[config.mk]
export PLATFORM = sky130hd
export DESIGN_NAME = cube_frame_buffer_flat
export DESIGN_NICKNAME = d
export VERILOG_FILES = /design/src/rtl/cube_frame_buffer_if.sv /design/src/rtl/cube_frame_buffer.sv /design/src/flat_wrapper.sv
export SDC_FILE = /design/constraint.sdc
export NUM_CORES = 1
export LEC_CHECK = 0
export ABC_AREA = 1
export CELL_PAD_IN_SITES_DETAIL_PLACEMENT = 0
export CELL_PAD_IN_SITES_GLOBAL_PLACEMENT = 2
export CORE_MARGIN = 1.5
export CORE_UTILIZATION = 36
export CTS_CLUSTER_SIZE = 30
export DETAILED_ROUTE_END_ITERATION = 8
export HOLD_SLACK_MARGIN = 0.08
export PLACE_DENSITY = 0.83
export SYNTH_ARGS = -nofsm -noshare
export SYNTH_HDL_FRONTEND = slang
export SYNTH_SLANG_ARGS = --single-unit
[constraint.sdc]
create_clock -name clk -period 2.7 [get_ports clk]
set_input_delay 0.405 -clock clk [delete_from_list [all_inputs] [get_ports clk]]
set_output_delay 0.405 -clock clk [all_outputs]
set_load 0.03 [all_outputs]
[src/rtl/cube_frame_buffer_if.sv]
// Pillar write, commit and swap handshakes between the pattern engine, the
// frame buffer and the pillar-scan display, plus the front-frame view.
interface cube_frame_buffer_if;
    logic         wr_valid;
    logic         wr_ready;
    logic [5:0]   wr_addr;
    logic [7:0]   wr_data;
    logic         commit_valid;
    logic         commit_ready;
    logic         swap_sync;
    logic [511:0] frame_out;
    logic         swap_pending;
    logic [7:0]   frame_cnt;

    modport master (
        output wr_valid, wr_addr, wr_data, commit_valid, swap_sync,
        input  wr_ready, commit_ready, frame_out, swap_pending, frame_cnt
    );

    modport slave (
        input  wr_valid, wr_addr, wr_data, commit_valid, swap_sync,
        output wr_ready, commit_ready, frame_out, swap_pending, frame_cnt
    );
endinterface

[src/rtl/cube_frame_buffer.sv]
// Double-buffered 64-pillar frame store for the 8x8x8 cube. Frames are built in
// the back bank and swapped to the front only on the display's wrap pulse.
module cube_frame_buffer #(
    parameter int PILLARS       = 64,
    parameter bit CLEAR_ON_SWAP = 1'b1
) (
    input  logic              clk,
    input  logic              rst,
    cube_frame_buffer_if.slave bus
);

    typedef enum logic [1:0] {
        S_FILL,
        S_PENDING,
        S_CLEAR
    } state_t;

    state_t       r_state;
    state_t       w_nextState;
    logic         r_frontSel;
    logic [7:0]   r_frameCnt;
    logic [5:0]   r_clrCnt;
    logic [7:0]   r_bankA [0:PILLARS-1];
    logic [7:0]   r_bankB [0:PILLARS-1];

    logic         w_wrReady;
    logic         w_commitReady;
    logic         w_swapPending;
    logic         w_doSwap;
    logic         w_backWrEn;
    logic [5:0]   w_backAddr;
    logic [7:0]   w_backData;
    logic [511:0] w_frame;

    always_ff @(posedge clk) begin
        if (rst) begin
            r_state <= S_FILL;
        end else begin
            r_state <= w_nextState;
        end
    end

    // A commit accepted in FILL lands in PENDING, so a coincident swap_sync is never seen.
    always_comb begin
        w_nextState   = r_state;
        w_wrReady     = 1'b0;
        w_commitReady = 1'b0;
        w_swapPending = 1'b0;
        w_doSwap      = 1'b0;
        case (r_state)
            S_FILL: begin
                w_wrReady     = !rst;
                w_commitReady = !rst;
                if (bus.commit_valid && w_commitReady) begin
                    w_nextState = S_PENDING;
                end
            end
            S_PENDING: begin
                w_swapPending = 1'b1;
                if (bus.swap_sync) begin
                    w_doSwap    = 1'b1;
                    w_nextState = CLEAR_ON_SWAP ? S_CLEAR : S_FILL;
                end
            end
            S_CLEAR: begin
                if (r_clrCnt == 6'd63) begin
                    w_nextState = S_FILL;
                end
            end
            default: w_nextState = S_FILL;
        endcase
    end

    always_ff @(posedge clk) begin
        if (rst) begin
            r_frontSel <= 1'b0;
            r_frameCnt <= 8'd0;
            r_clrCnt   <= 6'd0;
        end else if (w_doSwap) begin
            r_frontSel <= ~r_frontSel;
            r_frameCnt <= r_frameCnt + 8'd1;
            r_clrCnt   <= 6'd0;
        end else if (r_state == S_CLEAR) begin
            r_clrCnt   <= r_clrCnt + 6'd1;
        end
    end

    // Only the back bank is ever addressed; the clear sweep reuses the write port.
    always_comb begin
        w_backWrEn = 1'b0;
        w_backAddr = bus.wr_addr;
        w_backData = bus.wr_data;
        if (r_state == S_CLEAR) begin
            w_backWrEn = 1'b1;
            w_backAddr = r_clrCnt;
            w_backData = 8'd0;
        end else if (r_state == S_FILL && bus.wr_valid) begin
            w_backWrEn = 1'b1;
        end
    end

    always_ff @(posedge clk) begin
        if (rst) begin
            for (int p = 0; p < PILLARS; p++) begin
                r_bankA[p] <= 8'd0;
                r_bankB[p] <= 8'd0;
            end
        end else if (w_backWrEn) begin
            if (r_frontSel) begin
                r_bankA[w_backAddr] <= w_backData;
            end else begin
                r_bankB[w_backAddr] <= w_backData;
            end
        end
    end

    always_comb begin
        w_frame = '0;
        for (int p = 0; p < PILLARS; p++) begin
            w_frame[8*p +: 8] = r_frontSel ? r_bankB[p] : r_bankA[p];
        end
    end

    assign bus.wr_ready     = w_wrReady;
    assign bus.commit_ready = w_commitReady;
    assign bus.swap_pending = w_swapPending;
    assign bus.frame_cnt    = r_frameCnt;
    assign bus.frame_out    = w_frame;

endmodule

[src/flat_wrapper.sv]
// flat-port wrapper written by rule: the top's interface ports become plain ports
module cube_frame_buffer_flat 
#(
    parameter int PILLARS       = 64,
    parameter bit CLEAR_ON_SWAP = 1'b1
)
  (clk, rst, bus_wr_valid, bus_wr_addr, bus_wr_data, bus_commit_valid, bus_swap_sync, bus_wr_ready, bus_commit_ready, bus_frame_out, bus_swap_pending, bus_frame_cnt);
  cube_frame_buffer_if bus_i ();
  input  logic clk;
  input  logic rst;
  input wire logic [$bits(bus_i.wr_valid)-1:0] bus_wr_valid;
  input wire logic [$bits(bus_i.wr_addr)-1:0] bus_wr_addr;
  input wire logic [$bits(bus_i.wr_data)-1:0] bus_wr_data;
  input wire logic [$bits(bus_i.commit_valid)-1:0] bus_commit_valid;
  input wire logic [$bits(bus_i.swap_sync)-1:0] bus_swap_sync;
  output wire logic [$bits(bus_i.wr_ready)-1:0] bus_wr_ready;
  output wire logic [$bits(bus_i.commit_ready)-1:0] bus_commit_ready;
  output wire logic [$bits(bus_i.frame_out)-1:0] bus_frame_out;
  output wire logic [$bits(bus_i.swap_pending)-1:0] bus_swap_pending;
  output wire logic [$bits(bus_i.frame_cnt)-1:0] bus_frame_cnt;
  assign bus_i.wr_valid = bus_wr_valid;
  assign bus_i.wr_addr = bus_wr_addr;
  assign bus_i.wr_data = bus_wr_data;
  assign bus_i.commit_valid = bus_commit_valid;
  assign bus_i.swap_sync = bus_swap_sync;
  assign bus_wr_ready = bus_i.wr_ready;
  assign bus_commit_ready = bus_i.commit_ready;
  assign bus_frame_out = bus_i.frame_out;
  assign bus_swap_pending = bus_i.swap_pending;
  assign bus_frame_cnt = bus_i.frame_cnt;
  cube_frame_buffer #(.PILLARS(PILLARS), .CLEAR_ON_SWAP(CLEAR_ON_SWAP)) u_core (.clk(clk), .rst(rst), .bus(bus_i));
endmodule
---- Word-level counts from Yosys, hierarchy flattened ----
Memories as Yosys holds them, arrays and structs flattened.
Index checks and enable logic that the tools add are counted.
cells by class
  add/sub/neg operators ................... 2
  multiply operators ...................... 0
  div/mod/pow operators ................... 0
  magnitude comparators ................... 0
  equality and inequality tests ........... 6
  shift operators ......................... 0
  multiplexer cells ....................... 92
  bitwise operators ....................... 1
  reductions and logical operators ........ 8
operator list
  cell                                                  count
  two-way mux 8 bit                                     67
  two-way mux 1 bit                                     18
  two-way mux 6 bit                                     3
  OR reduction 8 bit                                    2
  adder 8 x 1 -> 8 bit (second input constant)          1
  adder 6 x 1 -> 6 bit (second input constant)          1
  equality test 6 bit (second input constant)           1
  two-way mux 2 bit                                     3
  one-hot mux 2 bit (3 select lines)                    1
  != test 2 x 1 -> 1 bit (second input constant)        2
  AND reduction 3 bit                                   1
  equality test 2 x 1 -> 1 bit (second input constant)  1
  equality test 2 bit (second input constant)           1
  logical AND 1 bit                                     2
  zero test 2 bit                                       1
  != test 2 bit (second input constant)                 1
  OR reduction 2 bit                                    1
  zero test 1 bit                                       1
  NOT 1 bit                                             1
word-level totals
  register bits after elaboration ......... 17
  latch bits .............................. 0
  memory bits (writable) .................. 1,024
  ROM bits ................................ 0
  input bits .............................. 19
  output and inout port bits .............. 523
  word-level logic and storage cells ...... 115
  memories kept ........................... 2
memories
  name            words  width  read ports  clocked after memory_dff  write ports  RTL line                 RTL
  u_core.r_bankA  64     8      64          0                         64           cube_frame_buffer.sv:23  logic [7:0] r_bankA [0:PILLARS-1];
  u_core.r_bankB  64     8      64          0                         64           cube_frame_buffer.sv:24  logic [7:0] r_bankB [0:PILLARS-1];

---- Longest topological paths before layout ----
Gate-level depths: netlist of the first run.
  depth after elaboration ................. 9
  gate-level depth with buffers ........... 10
  gate-level depth less buffers ........... 8

---- Worst setup path before layout of the first run ----
Ideal clock, no wire load.
  path kind ............................... input-to-reg
  start point ............................. input port rst
  end point ............................... memory u_core.r_bankB[41][0] (enable)
  library setup time ...................... 0.329 ns
  arrival ................................. 1.850 ns
  required time ........................... 2.371 ns
  setup slack ............................. 0.521 ns
  stages .................................. 7
  path buffers ............................ 2
  cell sequence ........................... clkbuf_1 > inv_2 > o211ai_1 > nor2_4 > buf_2 > nand3_1 > nand2_1
RTL lines
  what                RTL line                 RTL
  start: declaration  flat_wrapper.sv:10       input logic rst;
  end: declaration    cube_frame_buffer.sv:24

---- Worst setup path in the final report of the first run ----
  start point ............................. register u_core.r_frontSel
  end point ............................... output port bus_frame_out[192]
between the ends
  word-level cells in the longest chain between the ends .. 1
ends and longest elaborated chain
  what                      RTL line                  RTL
  start: declaration        cube_frame_buffer.sv:20   logic r_frontSel;
  start signal: assignment  cube_frame_buffer.sv:80   r_frontSel <= ~r_frontSel;
  two-way mux 8 bit         cube_frame_buffer.sv:120  w_frame[8*p +: 8] = r_frontSel ? r_bankB[p] : r_bankA[p];
  end: declaration          flat_wrapper.sv:18        output wire logic [$bits(bus_i.frame_out)-1:0] bus_frame_out;
Every way passes these cells.

==> metrics.cfg, run 1 <==
[outcome]
status=completed

[setup_path]
worstPathCellList=buf_8 > buf_16 > buf_16 > buf_12 > clkbuf_16 > nand2_1 > nand2_1 > buf_4
worstSetupEndpointType=output port
path_class=reg2out
cp_slowest_cell=dfxtp_4
critPathArrivalTime_ps=2270
startpoint_type=flop
cp_max_fo=16
critPathMaxStageDelay_ps=430
cp.required_ps=2300

[timing]
final_max_slew_viol_count=0
fin_crit_sh_pct=98.9
maxSlewHeadroom_pct=59.7
fin_crit_ps=2670
hold_viol=0
worst_pin_slew_ps=604
fmax_ghz=0.374
rsz0062_at_grt=true
finalSetupViolations=0
fin_skew_ps=23.8

[clock_tree]
clk_latency_ps=740
cts.sinks=1041
clk_pin_slew_ps=60
root_buffer=clkbuf_16
numCtsBuffers=112
cts_tree=yes
clockBufferDepth=3
cts.htree.levels=3
postCtsHoldBufs=0

[grt]
grt_use_met2_pct=39.6
grt_pass1_vias=31771
grt_antenna_before_repair=7
met1_usage_pct=29.2
grt_usage_pct=22.7
grt_use_met3_pct=3.34
grt_pass1_wl_um=209000
grt-ovfl-total=0
grt_max_degree=142
grt-busiest-layer=met2

[floorplan]
die_y_um=354
start_util_pct=36.3
dieArea_um2=125000
row_count=128
die_w_um=354
coreArea_um2=122000
io_pins=542

[synth]
synth_top_area_share_pct=69.4
ys_types=26
synthCells=4291
avgSynthCellArea_um2=10.3
ys_seq_area_share_pct=70.1
syn_nets=4312
synth.ff_latch_count=1041
synth_top_cell_by_area=edfxtp_1
yosys_warnings=0
syn_area_um2=44300
synth_area_leaders=edfxtp_1 (69%), nand2_1 (15%), nor2_1 (8.8%), nand3_2 (2.5%), clkbuf_1 (1.9%)

[pwr]
p_leak_nw=24.9
irDropWorstVdd_uv=529
p_per_area_nw_per_um2=684
power.total_mw=39.7

[layout]
layout_commonest_cell=nand2_1
diodes=0
multi_input_area_um2=12300
regArea_um2=31100
final_layout_size_suffix_gt1_share_pct=23.4
final_cell_mix=nand2_1 (1,639), nor2_1 (1,042), edfxtp_1 (1,024), buf_4 (587), clkbuf_16 (124)
fin_nets=5019
area_growth_pct=31.0
num-fill-cells=11199
stdcell_area_um2=58000

[placement]
dpl.hpwl_um=93700
port_buffers=541
gp_congestion=0.803
placedInstanceArea_um2=52900

[detailed_routing]
routedWlPerCell_um=22.0
final_antenna_net_count=0
via_per_inst=4.83
route.detailed.drc=0
wl_um=148000
vias=32478
first_pass_iters=5
drtIter0Drc=2607

[min_path]
min_path_type=in2reg

[flow_run]
maxCapViolCount=0

[metal layers]
| layer | share of wire, % | vias up | routed length (um) |
|---|---|---|---|
| li1 | - | 15394 | - |
| met1 | 42 | 15817 | 61300 |
| met2 | 50 | 1032 | 73800 |
| met3 | 5.5 | 221 | 8110 |
| met4 | 2.9 | 14 | 4260 |
| met5 | 0.062 | - | 92 |
[synth_stat cells, drive strengths merged]
master / number
a21oi: 9
buf: 51
clkbuf: 223
dfxtp: 17
edfxtp: 1024
ha: 2
inv: 21
nand2: 1721
nand3: 145
nand4: 1
nor2: 1061
nor3: 1
nor3b: 1
o211ai: 1
o21a: 1
o21ai: 8
o31ai: 1
xor2: 3
[where the power goes]
part	switching (mW)	internal, mW	total (mW)
registers	0.172	18.2	18.4
logic	3.60	1.53	5.13
clock network	6.60	9.58	16.2
total	10.4	29.4	39.7
[per-stage QoR]
| stage | TNS, ps | hold WS [ps] | util (%) | setup WS [ps] | std cells |
|---|---|---|---|---|---|
| 2_1_floorplan | 0 | 475 | - | 521 | 4291 |
| 3_3_place_gp | -4970 | 505 | 43.3 | -61.6 | 6476 |
| 3_5_place_dp | -9220 | 508 | 43.3 | -80.2 | 6476 |
| 4_1_cts | -17450 | 231 | 46.6 | -191 | 6691 |
| 5_1_grt | -3200 | 258 | 47.6 | -58.8 | 6721 |
| 6_report | 0 | 278 | 47.6 | 28.6 | 6721 |
[repair_timing]
action / 4_1_cts / 5_1_grt
buffers inserted: 0 / 17
gates cloned: 3 / 14
endpoints found under the setup margin: 412 / 393
hold endpoints to repair: 0 / 0
pin swaps: 0 / 10
gates resized for setup: 56 / 194
[flip-flops by register name (all words and copies together), names as in the netlist]
register and count:
u_core.r_state 2, u_core.r_clrCnt 6, u_core.bus.frame_cnt 8, u_core.r_frontSel 1, u_core.r_bankB 512, u_core.r_bankA 512
[area by class of cell]
cell class | instances | area share [%]
clock buffers | 133 | 5.03
clock inverters | 79 | 1.67
inverters | 21 | 0.166
multi-input cells | 2955 | 21.2
flip-flops and latches | 1041 | 53.6
well taps | 1625 | 3.50
repair buffers | 867 | 14.9
[worst max-delay path, delay by kind of cell, from the launching register on]
kind	cells	cell delay (ps)
flops	1	430
simple gates	2	140
buf+inv	6	960
[final timing paths]
check | start | end | slack (ps) | cells past startpoint
max | u_core.r_frontSel | bus_frame_out[192] | 30 | 8
min | bus_commit_valid | u_core.r_state[0] | 280 | 3
max reg2reg | u_core.r_state[1] | u_core.r_bankB[37][6] | 290 | 9
min reg2reg | u_core.r_clrCnt[0] | u_core.r_clrCnt[0] | 520 | 2
[cells by family after synthesis]
family	count (synthesis)	synth area share, %
and+or+nand+nor	2930	26.8
DFF	1041	70.1
buffers and inverters	295	2.69
AOI/OAI and AO/OA	20	0.277
xor gates and xnor gates	3	0.0593
adders and majority gates	2	0.0564
Power figures use the tool's default switching activity.
==> run 2, diff against run 1 <==
--- a/config.mk
+++ b/config.mk
@@ -12,6 +12,7 @@
 export CORE_UTILIZATION = 36
 export CTS_CLUSTER_SIZE = 30
 export DETAILED_ROUTE_END_ITERATION = 8
+export GPL_TIMING_DRIVEN = 0
 export HOLD_SLACK_MARGIN = 0.08
 export PLACE_DENSITY = 0.83
 export SYNTH_ARGS = -nofsm -noshare
==> metrics.cfg, run 2 (synthesis results as in run 1) <==
[flow_run]
maxCapViolCount=2  ; +2

[placement]
placedCellCount=6457  ; -0.29%
place_ws_ps=-2210  ; -2130 ps
placedInstanceArea_um2=51800  ; -2.1%
dpl.hpwl_um=124000  ; +32%
gp_congestion=0.868  ; +8.0%
port_buffers=540  ; -0.18%

[grt]
grt_antenna_before_repair=8  ; +1
grt_pass1_wl_um=242000  ; +16%
grt_pass1_vias=32439  ; +2.1%
grt_max_degree=16  ; -89%
grt-ovfl-total=0  ; unchanged
grt_usage_pct=27.6  ; +4.9 points

[setup_path]
cp_slowest_cell=dfxtp_4
critical-path-top-delay-family=buffers and inverters
ff2ff_setup_slack_ps=30  ; -260 ps
critical_path_buf_inv_count=5  ; -1
critPathArrivalTime_ps=2270  ; about the same
cp.required_ps=2300  ; about the same
worstPathCellList=inv_2 > clkbuf_16 > clkbuf_16 > clkbuf_8 > nand2_1 > nand2_1 > buf_2
startpoint_type=flop
worstSetupEndpointType=output port
cp_max_fo=11  ; -5
critPathMaxStageDelay_ps=380  ; -50 ps
path_class=reg2out

[detailed_routing]
drtIter0Drc=3623  ; +39%
via_per_inst=5.07  ; +4.8%
routedWlPerCell_um=26.3  ; +20%
first_pass_iters=6  ; +1
vias=33999  ; +4.7%
route.detailed.drc=0  ; unchanged
wl_um=177000  ; +20%
final_antenna_net_count=0  ; unchanged

[clock_tree]
postCtsHoldBufs=0  ; unchanged
root_buffer=clkbuf_16
numCtsBuffers=110  ; -1.8%
cts.htree.levels=3  ; unchanged
cts_tree=yes
clk_pin_slew_ps=60  ; about the same
clockBufferDepth=3  ; unchanged
clk_latency_ps=730  ; about the same
cts.sinks=1041  ; unchanged

[pwr]
p_leak_nw=23.9  ; -4.0%
irDropWorstVdd_uv=503  ; -5.0%
p_per_area_nw_per_um2=701  ; +2.4%

[floorplan]
start_util_pct=36.3  ; unchanged
row_count=128  ; unchanged
coreArea_um2=122000  ; unchanged
dieArea_um2=125000  ; unchanged
die_y_um=354  ; unchanged
die_w_um=354  ; unchanged
io_pins=542  ; unchanged

[timing]
fin_crit_ps=2680  ; +7.96 ps
fin_crit_sh_pct=99.2  ; +0.29 points
worst_pin_slew_ps=1540  ; +941 ps
setup_ws_ps=20.6  ; -7.96 ps
fmax_ghz=0.373  ; -0.30%
maxSlewHeadroom_pct=-2.98  ; -63 points
hold_viol=0  ; unchanged
final_max_slew_viol_count=22  ; +22
finalSetupViolations=0  ; unchanged
fin_skew_ps=39.7  ; +16.0 ps
rsz0062_at_grt=true

[layout]
fin_nets=5013  ; -0.12%
stdcell_area_um2=55900  ; -3.7%
final_layout_size_suffix_gt1_share_pct=25.3  ; +1.9 points
final_util_pct=45.8  ; -1.8 points
diodes=0  ; unchanged
area_growth_pct=26.1
final_cell_mix=nand2_1 (1,531), nor2_1 (1,042), edfxtp_1 (1,024), buf_2 (346), buf_4 (174)
instances_no_fill=6712  ; -0.13%
layout_commonest_cell=nand2_1

[outcome]
violations=max-capacitance violations, max-slew violations
status=complete, but fails checks

[min_path]
min_path_type=in2reg

run 2: per-stage QoR:
stage          TNS (ps)  hold slack (ps)  power [mW]
2_1_floorplan         0              475        21.2
6_report              0              190        39.2
3_3_place_gp   -1915600              496        23.8
5_1_grt            -215              182        40.1
4_1_cts            -887              163        39.1
3_5_place_dp   -1933410              504        23.9
run 2: layout make-up:
class | count | area [um^2]
Fill cell | 11666 | 66200
Multi-Input combinational cell | 2955 | 13100
Clock inverter | 72 | 787
Tap cell | 1625 | 2030
Buffer | 273 | 1990
Clock buffer | 135 | 2910
Inverter | 21 | 78.8
Sequential cell | 1041 | 31100
Timing Repair Buffer | 590 | 3890
run 2: worst paths after layout:
kind                           startpoint  cells past startpoint                 endpoint
hold reg to reg   u_core.bus.frame_cnt[0]                      2  u_core.bus.frame_cnt[0]
setup reg to reg        u_core.r_state[0]                      8    u_core.r_bankB[38][5]
hold / removal                        rst                      2  u_core.bus.frame_cnt[7]
setup / recovery        u_core.r_frontSel                      7        bus_frame_out[24]
run 2: per-layer routing:
layer / track usage (%) / vias to the layer above / routed length [um]
met5: 0 / - / 52
met4: 10.2 / 10 / 6490
met3: 4.88 / 250 / 14800
met2: 44.1 / 1568 / 82200
met1: 37.5 / 16762 / 73000
li1: - / 15409 / -
run 2: power by group:
group / internal (mW) / switching [mW]
Clock: 9.08 / 6.56
Sequential: 18.2 / 0.158
Combinational: 1.14 / 3.99
run 2: worst reg2reg max path, stage by stage, from the launching register on:
cell and delay, ps:
dfxtp_1 370, inv_2 90, nand2_2 130, buf_4 230, buf_2 220, nand2_1 150, clkbuf_2 510, buf_2 580
nor2_1 140
run 2: timing repair:
action,in CTS,in global routing
setup buffers,28,20
pin swaps,13,7
gates cloned,0,1
gates resized for setup,2775,488
endpoints found under the setup margin,2539,1383
==> run 3, diff against run 2 <==
--- a/config.mk
+++ b/config.mk
@@ -15,6 +15,7 @@
 export GPL_TIMING_DRIVEN = 0
 export HOLD_SLACK_MARGIN = 0.08
 export PLACE_DENSITY = 0.83
+export SLEW_MARGIN = 5
 export SYNTH_ARGS = -nofsm -noshare
 export SYNTH_HDL_FRONTEND = slang
 export SYNTH_SLANG_ARGS = --single-unit
==> metrics.cfg, run 3 (synthesis results as in run 1) <==
[outcome]
status=complete, but fails checks
violations=max-capacitance violations, max-slew violations

[timing]
rsz0062_at_grt=true
worst_pin_slew_ps=1540  ; -9.21 ps
hold_viol=0  ; unchanged
fin_skew_ps=34.5  ; -5.22 ps
finalSetupViolations=0  ; unchanged
maxSlewHeadroom_pct=-2.36  ; +0.61 points
hold_slack_ps=182  ; -8.42 ps
fin_crit_sh_pct=99.4  ; +0.15 points
setup_ws_ps=16.6  ; -4.03 ps
final_max_slew_viol_count=22  ; unchanged
fmax_ghz=0.373  ; -0.15%
fin_crit_ps=2680  ; +4.03 ps

[clock_tree]
cts_tree=yes
clockBufferDepth=3  ; unchanged
cts.sinks=1041  ; unchanged
postCtsHoldBufs=0  ; unchanged
clk_latency_ps=720  ; about the same
cts.htree.levels=3  ; unchanged
clk_pin_slew_ps=60  ; about the same
root_buffer=clkbuf_16
numCtsBuffers=109  ; -0.91%

[detailed_routing]
first_pass_iters=5  ; -1
route.detailed.drc=0  ; unchanged
drtIter0Drc=3560  ; -1.7%
routedWlPerCell_um=26.4  ; +0.27%
via_per_inst=5.08  ; +0.31%
vias=34119  ; +0.35%
wl_um=177000  ; +0.31%
final_antenna_net_count=0  ; unchanged

[min_path]
min_path_type=in2reg

[setup_path]
startpoint_type=flop
critPathArrivalTime_ps=2280  ; about the same
critPathMaxStageDelay_ps=400  ; +20 ps
worstPathCellList=inv_4 > clkbuf_16 > clkbuf_16 > clkbuf_4 > nand2_1 > nand2_1 > buf_2
ff2ff_setup_slack_ps=50  ; +20 ps
cp_max_fo=10  ; -1
path_class=reg2out
cp_slowest_cell=dfxtp_4
cp.required_ps=2300  ; about the same
worstSetupEndpointType=output port
critical-path-top-delay-family=buffers and inverters
critical_path_buf_inv_count=5  ; unchanged

[grt]
grt_pass1_wl_um=242000  ; about the same
grt_antenna_before_repair=5  ; -3
grt_pass1_vias=32230  ; -0.64%
grt-ovfl-total=0  ; unchanged
grt_usage_pct=27.6  ; +0.069 points
grt_max_degree=16  ; unchanged

[flow_run]
maxCapViolCount=2  ; unchanged

[floorplan]
start_util_pct=36.3  ; unchanged
die_y_um=354  ; unchanged
die_w_um=354  ; unchanged
dieArea_um2=125000  ; unchanged
coreArea_um2=122000  ; unchanged
row_count=128  ; unchanged
io_pins=542  ; unchanged

[placement]
dpl.hpwl_um=123000  ; -0.18%
gp_congestion=0.868  ; unchanged
port_buffers=540  ; unchanged
place_ws_ps=-2250  ; -39.8 ps

[layout]
area_growth_pct=26.7
layout_commonest_cell=nand2_1
final_layout_size_suffix_gt1_share_pct=26.0  ; +0.70 points
final_util_pct=46.0  ; +0.25 points
fin_nets=5017  ; +0.080%
final_cell_mix=nand2_1 (1,497), nor2_1 (1,042), edfxtp_1 (1,024), buf_2 (327), nand2_2 (170)

[pwr]
power.total_mw=38.9  ; -0.69%
p_clk_share_pct=39.2  ; -0.7 points
p_int_mw=28.1  ; -1.2%
comb_power_share_pct=13.5  ; +0.4 points
irDropWorstVdd_uv=508  ; +1.1%
p_per_area_nw_per_um2=692  ; -1.2%
swShare_pct=27.7  ; +0.40 points
p_leak_nw=24.1  ; +0.50%
seq_power_share_pct=47.3  ; +0.3 points
netSwitchingPower_mw=10.8  ; +0.75%

## run 3: final timing paths
kind	depth (start not counted)	endpoint	start
setup / recovery	7	bus_frame_out[258]	u_core.r_frontSel
hold / removal	2	u_core.bus.frame_cnt[7]	rst
setup reg to reg	7	u_core.r_bankB[41][4]	u_core.r_state[1]
hold reg to reg	2	u_core.bus.frame_cnt[0]	u_core.bus.frame_cnt[0]
## run 3: power by group through the flow
stage | Sequential, mW | Combinational [mW] | Clock, mW
final | 18.4 | 5.24 | 15.3
after global routing | 18.4 | 5.41 | 15.9
after CTS | 18.4 | 5.09 | 15.3
after detailed placement | 18.7 | 5.12 | 0
after global placement | 18.7 | 5.11 | 0
after floorplan | 18.7 | 2.53 | 0
## run 3: final cells by class
class	count	area [um^2]
timing repair buffer	596	4230
inverter	21	81.3
clock buffer	133	2840
antenna	1	2.50
buffer	272	2070
clock inverter	71	713
tap	1625	2030
multi-input combinational	2955	13100
sequential	1041	31100
fill	11706	65900
## run 3: metal layers
layer / share of wire, % / global-route usage (%)
met1: 42 / 38.3
met2: 47 / 44.2
met3: 7.8 / 4.10
met4: 3.4 / 9.77
met5: 0.019 / 0
## run 3: stage by stage
stage / setup TNS (ps) / instance area, um^2 / cells
after CTS: -4250 / 55400 / 6697
after detailed placement: -1927390 / 51800 / 6456
final: 0 / 56200 / 6715
after global routing: -35.2 / 56200 / 6714
after global placement: -1915600 / 51800 / 6456
after floorplan: 0 / 44300 / 4291
## run 3: timing repair
item	CTS	global route
gates cloned	2	2
resized for setup	3134	297
pin swaps	12	9
buffers inserted	36	17
endpoints found under the setup margin	2530	1460
